[config.mk]
export PLATFORM = sky130hd
export DESIGN_NAME = ex_stage
export DESIGN_NICKNAME = d
export VERILOG_FILES = /design/src/rtl/ex_stage.sv
export SDC_FILE = /design/constraint.sdc
export NUM_CORES = 1
export LEC_CHECK = 0
export ABC_AREA = 1
export CAP_MARGIN = 20
export CORE_AREA = 4 4 258 260
export CTS_BUF_LIST = sky130_fd_sc_hd__clkbuf_8
export CTS_CLUSTER_DIAMETER = 120
export DETAILED_ROUTE_END_ITERATION = 8
export DIE_AREA = 0 0 262 264
export PLACE_DENSITY = 0.59
export SLEW_MARGIN = 40
export SYNTH_ARGS = -nofsm -noshare
export SYNTH_HDL_FRONTEND = slang
export SYNTH_SLANG_ARGS = --single-unit
export TNS_END_PERCENT = 30
[constraint.sdc]
create_clock -name clk -period 3.5 [get_ports clk]
set_input_delay 0.35 -clock clk [delete_from_list [all_inputs] [get_ports clk]]
set_output_delay 0.35 -clock clk [all_outputs]
set_load 0.02 [all_outputs]
[src/rtl/ex_stage.sv]
// ---------------------------------------------------------------------------
// ex_stage -- execute stage of the 5-stage pipeline
//
// Purpose:
//   Resolves ALU operands through the forwarding muxes and runs single-cycle
//   ALU operations. MUL goes through an iterative shift-add multiplier that
//   stalls the front end. This block owns the EX/MEM pipeline register.
//
// Ports:
//   clk, rst_n              clock (rising edge), asynchronous active-low reset
//   id_ex_*                 instruction fields from the ID/EX register
//   forward_a / forward_b   operand selects: 00 regfile, 10 EX/MEM,
//                           01 MEM/WB, 11 regfile
//   ex_mem_fwd_data         EX/MEM result, used as a forwarding source
//   mem_wb_fwd_data         MEM/WB writeback value, used as a forwarding source
//   flush                   squashes the EX instruction (also aborts a MUL)
//   ex_stall                holds PC, IF/ID and ID/EX while a MUL runs
//   ex_mem_*                registered EX/MEM pipeline outputs
// ---------------------------------------------------------------------------
module ex_stage #(
   parameter  int XLEN    = 32,
   localparam int SHAMT_W = $clog2(XLEN)
) (
   input  logic            clk,
   input  logic            rst_n,
   input  logic            id_ex_valid,
   input  logic [3:0]      id_ex_alu_op,
   input  logic            id_ex_alu_src,
   input  logic [XLEN-1:0] id_ex_imm,
   input  logic [XLEN-1:0] id_ex_rs1_data,
   input  logic [XLEN-1:0] id_ex_rs2_data,
   input  logic [4:0]      id_ex_rd,
   input  logic            id_ex_reg_write,
   input  logic            id_ex_mem_read,
   input  logic            id_ex_mem_write,
   input  logic [1:0]      forward_a,
   input  logic [1:0]      forward_b,
   input  logic [XLEN-1:0] ex_mem_fwd_data,
   input  logic [XLEN-1:0] mem_wb_fwd_data,
   input  logic            flush,
   output logic            ex_stall,
   output logic            ex_mem_valid,
   output logic [XLEN-1:0] ex_mem_alu_result,
   output logic [XLEN-1:0] ex_mem_store_data,
   output logic [4:0]      ex_mem_rd,
   output logic            ex_mem_reg_write,
   output logic            ex_mem_mem_read,
   output logic            ex_mem_mem_write
);

   typedef enum logic {ST_IDLE, ST_MUL_BUSY} state_t;

   localparam logic [3:0] OP_ADD   = 4'd0;
   localparam logic [3:0] OP_SUB   = 4'd1;
   localparam logic [3:0] OP_AND   = 4'd2;
   localparam logic [3:0] OP_OR    = 4'd3;
   localparam logic [3:0] OP_XOR   = 4'd4;
   localparam logic [3:0] OP_SLL   = 4'd5;
   localparam logic [3:0] OP_SRL   = 4'd6;
   localparam logic [3:0] OP_SRA   = 4'd7;
   localparam logic [3:0] OP_SLT   = 4'd8;
   localparam logic [3:0] OP_SLTU  = 4'd9;
   localparam logic [3:0] OP_MUL   = 4'd10;
   localparam logic [3:0] OP_PASSB = 4'd11;

   state_t             r_state;
   logic [XLEN-1:0]    r_mcand;
   logic [XLEN-1:0]    r_mplier;
   logic [XLEN-1:0]    r_product;
   logic [SHAMT_W-1:0] r_count;
   logic [4:0]         r_mul_rd;
   logic               r_mul_reg_write;

   logic [XLEN-1:0]    w_fwd_a;
   logic [XLEN-1:0]    w_fwd_b;
   logic [XLEN-1:0]    w_op_b;
   logic [XLEN-1:0]    w_alu_result;
   logic [XLEN-1:0]    w_product_next;
   logic [SHAMT_W-1:0] w_shamt;
   logic               w_busy;
   logic               w_is_mul;
   logic               w_accept;
   logic               w_mul_last;

   // Forwarding muxes; select 11 falls back to the register file.
   // NOTE: every always_comb output gets a default assignment first so no
   // path through the block can leave it unassigned and infer a latch.
   always_comb begin
      w_fwd_a = id_ex_rs1_data;
      w_fwd_b = id_ex_rs2_data;
      case (forward_a)
         2'b10:   w_fwd_a = ex_mem_fwd_data;
         2'b01:   w_fwd_a = mem_wb_fwd_data;
         default: w_fwd_a = id_ex_rs1_data;
      endcase
      case (forward_b)
         2'b10:   w_fwd_b = ex_mem_fwd_data;
         2'b01:   w_fwd_b = mem_wb_fwd_data;
         default: w_fwd_b = id_ex_rs2_data;
      endcase
   end

   assign w_op_b  = id_ex_alu_src ? id_ex_imm : w_fwd_b;
   assign w_shamt = w_op_b[SHAMT_W-1:0];

   // Single-cycle ALU. MUL never completes through this path, so it and the
   // unused codes produce 0 here.
   always_comb begin
      w_alu_result = '0;
      case (id_ex_alu_op)
         OP_ADD:   w_alu_result = w_fwd_a + w_op_b;
         OP_SUB:   w_alu_result = w_fwd_a - w_op_b;
         OP_AND:   w_alu_result = w_fwd_a & w_op_b;
         OP_OR:    w_alu_result = w_fwd_a | w_op_b;
         OP_XOR:   w_alu_result = w_fwd_a ^ w_op_b;
         OP_SLL:   w_alu_result = w_fwd_a << w_shamt;
         OP_SRL:   w_alu_result = w_fwd_a >> w_shamt;
         OP_SRA:   w_alu_result = $unsigned($signed(w_fwd_a) >>> w_shamt);
         OP_SLT:   w_alu_result = {{(XLEN-1){1'b0}}, $signed(w_fwd_a) < $signed(w_op_b)};
         OP_SLTU:  w_alu_result = {{(XLEN-1){1'b0}}, w_fwd_a < w_op_b};
         OP_PASSB: w_alu_result = w_op_b;
         default:  w_alu_result = '0;
      endcase
   end

   assign w_busy         = (r_state == ST_MUL_BUSY);
   assign w_is_mul       = (id_ex_alu_op == OP_MUL);
   assign w_accept       = !w_busy && id_ex_valid && w_is_mul && !flush;
   assign w_mul_last     = w_busy && (r_count == SHAMT_W'(XLEN - 1));
   // Product including the current iteration; on the last iteration this is
   // the value written to EX/MEM.
   assign w_product_next = r_product + (r_mplier[0] ? r_mcand : '0);

   // Stall covers the accept cycle plus all busy cycles but the last, so the
   // front end is released on the edge that writes the product.
   assign ex_stall = w_accept || (w_busy && !flush && !w_mul_last);

   // NOTE: sequential state uses non-blocking assignments only, so every
   // register samples pre-edge values regardless of statement order.
   always_ff @(posedge clk or negedge rst_n) begin
      if (!rst_n) begin
         r_state           <= ST_IDLE;
         r_mcand           <= '0;
         r_mplier          <= '0;
         r_product         <= '0;
         r_count           <= '0;
         r_mul_rd          <= '0;
         r_mul_reg_write   <= 1'b0;
         ex_mem_valid      <= 1'b0;
         ex_mem_alu_result <= '0;
         ex_mem_store_data <= '0;
         ex_mem_rd         <= '0;
         ex_mem_reg_write  <= 1'b0;
         ex_mem_mem_read   <= 1'b0;
         ex_mem_mem_write  <= 1'b0;
      end else begin
         // Bubble by default: kill the control bits, hold the data fields.
         ex_mem_valid     <= 1'b0;
         ex_mem_reg_write <= 1'b0;
         ex_mem_mem_read  <= 1'b0;
         ex_mem_mem_write <= 1'b0;

         if (w_busy) begin
            if (flush) begin
               r_state <= ST_IDLE;
            end else begin
               r_product <= w_product_next;
               r_mcand   <= r_mcand << 1;
               r_mplier  <= r_mplier >> 1;
               r_count   <= r_count + SHAMT_W'(1);
               if (w_mul_last) begin
                  r_state           <= ST_IDLE;
                  ex_mem_valid      <= 1'b1;
                  ex_mem_alu_result <= w_product_next;
                  ex_mem_rd         <= r_mul_rd;
                  ex_mem_reg_write  <= r_mul_reg_write;
               end
            end
         end else if (w_accept) begin
            // Operands are captured here; forwarding sources are not looked
            // at again for this MUL.
            r_state         <= ST_MUL_BUSY;
            r_mcand         <= w_fwd_a;
            r_mplier        <= w_op_b;
            r_product       <= '0;
            r_count         <= '0;
            r_mul_rd        <= id_ex_rd;
            r_mul_reg_write <= id_ex_reg_write;
         end else if (!flush && !w_is_mul) begin
            ex_mem_valid      <= id_ex_valid;
            ex_mem_alu_result <= w_alu_result;
            ex_mem_store_data <= w_fwd_b;
            ex_mem_rd         <= id_ex_rd;
            ex_mem_reg_write  <= id_ex_reg_write;
            ex_mem_mem_read   <= id_ex_mem_read;
            ex_mem_mem_write  <= id_ex_mem_write;
         end
      end
   end

endmodule

-- Word level (Yosys, flattened, before mapping)
Cells that the tools add are included.
- muxes and demuxes: 47
- eq/ne operators: 19
- reduce and logical (&&, ||, !) cells: 19
- shift operators: 3
- add/subtract/negate cells: 4
- bitwise logic cells: 5
- $lt $le $gt $ge: 2
- operators by type and width (kind ; number):
    32-bit 2-to-1 mux ; 16
    32-bit one-hot mux with 11 select lines ; 1
    32-bit one-hot mux with 2 select lines ; 2
    32-bit adder ; 2
    32-bit < comparator ; 2
    5-bit 2-to-1 mux ; 8
    32-bit bitwise AND ; 1
    32-bit OR ; 1
    32-bit by 5-bit left shift with 32-bit output ; 1
    32-bit by 5-bit >> shifter with 32-bit output ; 1
    32-bit by 5-bit >>> shifter with 32-bit output ; 1
    32-bit subtractor ; 1
    32-bit bitwise XOR ; 1
    1-bit 2-to-1 mux ; 20
    4-bit by 3-bit == test with 1-bit output (second input constant) ; 4
    4-bit == test (second input constant) ; 4
    4-bit by 2-bit == test with 1-bit output (second input constant) ; 2
    1-bit logical AND ; 7
    5-bit by 1-bit adder with 5-bit output (second input constant) ; 1
    5-bit == test (second input constant) ; 1
    2-bit by 1-bit == test with 1-bit output (second input constant) ; 2
    2-bit == test (second input constant) ; 2
    4-bit by 1-bit == test with 1-bit output (second input constant) ; 1
    1-bit zero test ; 4
    9 further kinds ; 13
- output and inout bits: 74
- word-level logic and storage cells: 113
- bits of input ports: 181
- bits in registers: 181

-- Logic depth before layout (Yosys ltp)
- depth in word-level cells: 8
- depth in mapped cells: 32
- depth with buffers taken out: 28

-- Worst setup path before layout
No wires, ideal clock.
- kind: input to register
- from: in forward_b[0]
- to: reg ex_mem_alu_result[17]
- arrival time: 3.465 ns
- setup time: 0.118 ns
- cell stages on the path: 26
- slack: -0.083 ns
- required time: 3.382 ns
- path buffers: 4
- cell sequence: inv_1 > ha_1 > buf_4 > a21oi_1 > a21oi_1 > nand2_1 > nand2_1 > inv_2 > buf_2 > buf_1 > ha_1 > buf_2 > nor2_1 > inv_1 > o21ai_1 > nor2_1 > o21ai_1 > nand2_1 > nand2_1 > nand2_1 > nand3_1 > nand3_1 > nor2_1 > nand2_1 > a21oi_1 > nor2_1
- longest elaborated chain between the ends: 8
- elaborated cells between the ends (all ways): 16
- those cells by class: add/sub (2); eq/ne (2); shift (3); mux (6); bitwise (3)
- RTL lines (item ; RTL line ; RTL):
    start, declared ; 37 ; input logic [1:0] forward_b,
    2-bit by 1-bit == test with 1-bit output or 2-bit == test (tied branches) ; 96 ; case (forward_b)
    32-bit one-hot mux with 2 select lines * ; 96 ;
    32-bit 2-to-1 mux * ; 103 ; assign w_op_b = id_ex_alu_src ? id_ex_imm : w_fwd_b;
    32-bit subtractor, or another cell as far along ; 112 ; OP_SUB: w_alu_result = w_fwd_a - w_op_b;
    32-bit one-hot mux with 11 select lines * ; 110 ; case (id_ex_alu_op)
    32-bit 2-to-1 mux * ; 189 ; end else if (!flush && !w_is_mul) begin
    32-bit 2-to-1 mux * ; 179 ; end else if (w_accept) begin
    32-bit 2-to-1 mux * ; 163 ; if (w_busy) begin
    end signal, assigned ; 174 ; ex_mem_alu_result <= w_product_next;
    end signal, assigned ; 191 ; ex_mem_alu_result <= w_alu_result;
    end, declared ; 43 ; output logic [XLEN-1:0] ex_mem_alu_result,
Mark *: on every way between the ends. The rest lies on a longest branch, timed or not. The select of a mux whose other input is x is not followed.
A chain may end at the register's enable or synchronous reset.

-- Final worst setup path
- from: in forward_a[0]
- to: reg ex_mem_alu_result[13]
- longest elaborated chain between the ends: 7
- elaborated cells between the ends (all ways): 15
- those cells by class: add/sub (2); eq/ne (2); shift (3); mux (5); bitwise (3)
- RTL lines (item ; RTL line ; RTL):
    start, declared ; 36 ; input logic [1:0] forward_a,
    2-bit by 1-bit == test with 1-bit output or 2-bit == test (tied branches) ; 91 ; case (forward_a)
    32-bit one-hot mux with 2 select lines * ; 91 ;
    32-bit subtractor, or another cell as far along ; 112 ;
    32-bit one-hot mux with 11 select lines * ; 110 ;
    32-bit 2-to-1 mux * ; 189 ;
    32-bit 2-to-1 mux * ; 179 ;
    32-bit 2-to-1 mux * ; 163 ;
Marks and branches as above.

==> results.yml <==
sta:
  fmax_ghz: 0.293
  rsz0062_at_grt: "true"
  min_period_ps: 3410
  finClkSkew_ps: 23.6
  worst_pin_slew_ps: 835
  setup_viol: 0
  slew_violations: 0
  slew_headroom_pct: 44.3
  final_hold_viol_count: 0
  period_share_pct: 97.5
  setup_ws_ps: 89.0
routing:
  vias: 28900
  drtIter0Drc: 3600
  ant_nets: 0
  routedWlPerCell_um: 23.3
  dr.pass1.iters: 6
  drc: 0
  via_per_inst: 5.44
  routed_wl_um: 124000
outcome:
  status: "finished clean"
worst_setup_path:
  critPathKind: "primary input to register"
  cp.depth: 25
  crit_family: "buffers and inverters"
  crit_arrival_ps: 3870
  max_stage_delay_ps: 470
  cp_max_fo: 9
  worstRegToRegCells: 17
  cp.required_ps: 3960
  worst_path_max_delay_cell: "clkdlybuf4s50_1"
  startpoint_type: "primary input"
  crit_buf_inv: 10
  cp-end-kind: "register"
placed_design:
  dpl.cell_count: 5244
  io_buffers: 254
  hpwl_um: 101000
  placed_area_sq_um: 29500
  pre_cts_slack_ps: -1200
  gp_congestion: 1.05
power:
  p_total_mw: 13.6
  power.leakage_nw: 15.9
  powerDensity_nw_per_um2: 426
  ir_drop_mv: 0.323
synth:
  synth_commonest_cells: "nand2_1 (1074), nand3_1 (477), a21oi_1 (359), inv_1 (328), nor2_1 (318)"
  synth_top_area_share_pct: 21.6
  avgSynthCellArea_sq_um: 5.86
  synth_area_sq_um: 21000
  netlist_top_cells_area: "dfrtp_1 (22%), nand2_1 (19%), nand3_1 (11%)"
  ys_ff_latch: 181
  synth_warnings: 0
  post-synth-top-count-cell: "nand2_1"
  synthCells: 3576
  ys_async_sr_fraction_pct: 100
  netlist.top_cell.by_area: "dfrtp_1"
  syn_nets: 3901
  ys_types: 54
  synth_flop_cell: "dfrtp_1"
  ys_seq_area_share_pct: 21.6
  synth_edf_count: 0
cells_and_area:
  area_growth_pct: 52.0
  fin_util_pct: 49.7
  fin_cells: 5311
  drive_above_1_share_pct: 26.1
  n_fill_cell: 6745
  finish.instance_area_sq_um: 31900
  layout.nets: 4764
clock_tree:
  cts_buffer_depth: 2
  cts.clk_slew.worst_paths_ps: 110
  cts_tree: "built"
  cts_max_level: 4
  cts_buffers: 17
  cts.root.buffer_cell: "clkbuf_8"
  cts.sinks: 181
  clock_latency_ps: 590
die:
  io_pins: 255
  die_h_um: 264
  die_area_sq_um: 69200
  start_util_pct: 32.7
  die_w_um: 262
  core_sq_um: 64100
  std_cell_rows: 93
grt:
  grt_pass1_vias: 26900
  grt_usage_pct: 34.5
  antenna_found_initial: 4
  grt_max_degree: 115
  grt_pass1_wl_um: 177000
  gr-total-overflow: 0
run:
  cap_violations: 0
hold_path:
  holdCritPathClass: "primary input to asynchronous set/reset pin"
## cell families after synthesis
| kind of cell | count (synthesis) | synth area share [%] |
|---|---|---|
| adder cells (fa/ha/maj) | 144 | 8.70 |
| buffers and inverters | 526 | 10.5 |
| AND/OR/NAND/NOR | 1978 | 39.5 |
| flip-flops | 181 | 21.6 |
| XOR/XNOR | 7 | 0.292 |
| AO/OA/AOI/OAI | 740 | 19.3 |
## final timing paths
| kind | startpoint | slack (ps) | endpoint |
|---|---|---|---|
| max | forward_a[0] | 90 | ex_mem_alu_result[13] |
| max in group asynchronous | rst_n | 2310 | ex_mem_alu_result[30] |
| min reg2reg | ex_mem_store_data[23] | 490 | ex_mem_store_data[23] |
| min in group clk | id_ex_mem_write | 300 | ex_mem_mem_write |
| min | rst_n | 230 | r_mplier[18] |
| max reg2reg | r_mplier[0] | 210 | ex_mem_alu_result[14] |
## metrics by stage
stage,hold slack [ps],setup TNS [ps]
after global routing,223,-54.7
after detailed placement,460,-29720
after CTS,237,-20.8
final,229,0
after floorplan,54.4,0
after global placement,454,-29000
## sequential cells by signal (all words and copies together) (netlist names), 5 cells and up
name	count
r_product	32
ex_mem_rd	5
ex_mem_alu_result	32
r_mcand	32
ex_mem_store_data	32
r_count	5
r_mul_rd	5
r_mplier	32
## metal layers
metal  routed length [um]  part of all wire, %  track usage, %
met1                53000                   43            48.1
met2                53200                   43            52.5
met3                11200                  9.0            6.56
met4                 6460                  5.2            13.9
met5                    0                    0               0
## where the power goes
| part | switching (mW) | leakage [nW] | internal, mW |
|---|---|---|---|
| Sequential | 0.363 | 2.18 | 2.56 |
| Combinational | 5.34 | 13.5 | 3.74 |
| Clock | 0.976 | 0.209 | 0.616 |
## cell type report
type	count	area [sq um]	share of cell area (%)
clock buffer	18	248	0.777
timing repair buffer	1029	8800	27.6
multi-input combinational	2869	15800	49.4
antenna	4	10.0	0.0314
sequential	181	4530	14.2
inverter	340	1300	4.08
timing repair inverter	1	6.26	0.0196
clock inverter	14	158	0.495
tap	855	1070	3.36
## cells in the final DEF, fill, tap and decap left out, types with 34 or more instances in the layout
| cell type | synthesis | routed |
|---|---|---|
| nor2_1 | 318 | 266 |
| a21oi_1 | 359 | 308 |
| nor2_2 | 3 | 42 |
| nand2_1 | 1074 | 1038 |
| clkdlybuf4s50_1 | 0 | 250 |
| dfrtp_1 | 181 | 180 |
| o21ai_2 | 6 | 34 |
| nand3_1 | 477 | 449 |
| o21ai_0 | 217 | 156 |
| o21ai_1 | 33 | 51 |
| buf_4 | 14 | 731 |
| inv_1 | 328 | 305 |
| ha_1 | 141 | 106 |
| nand2_2 | 3 | 37 |
| a21oi_2 | 0 | 46 |
## what timing repair did
| action | CTS | global route |
|---|---|---|
| hold buffers | 1 | 0 |
| buffers inserted | 11 | 14 |
| cloned | 1 | 3 |
| setup endpoints to repair | 28 | 28 |
| pin swaps | 37 | 52 |
| gates resized for setup | 198 | 250 |
| endpoints found under the hold margin | 93 | 0 |
Note: power is estimated with default switching activity, not from simulation.
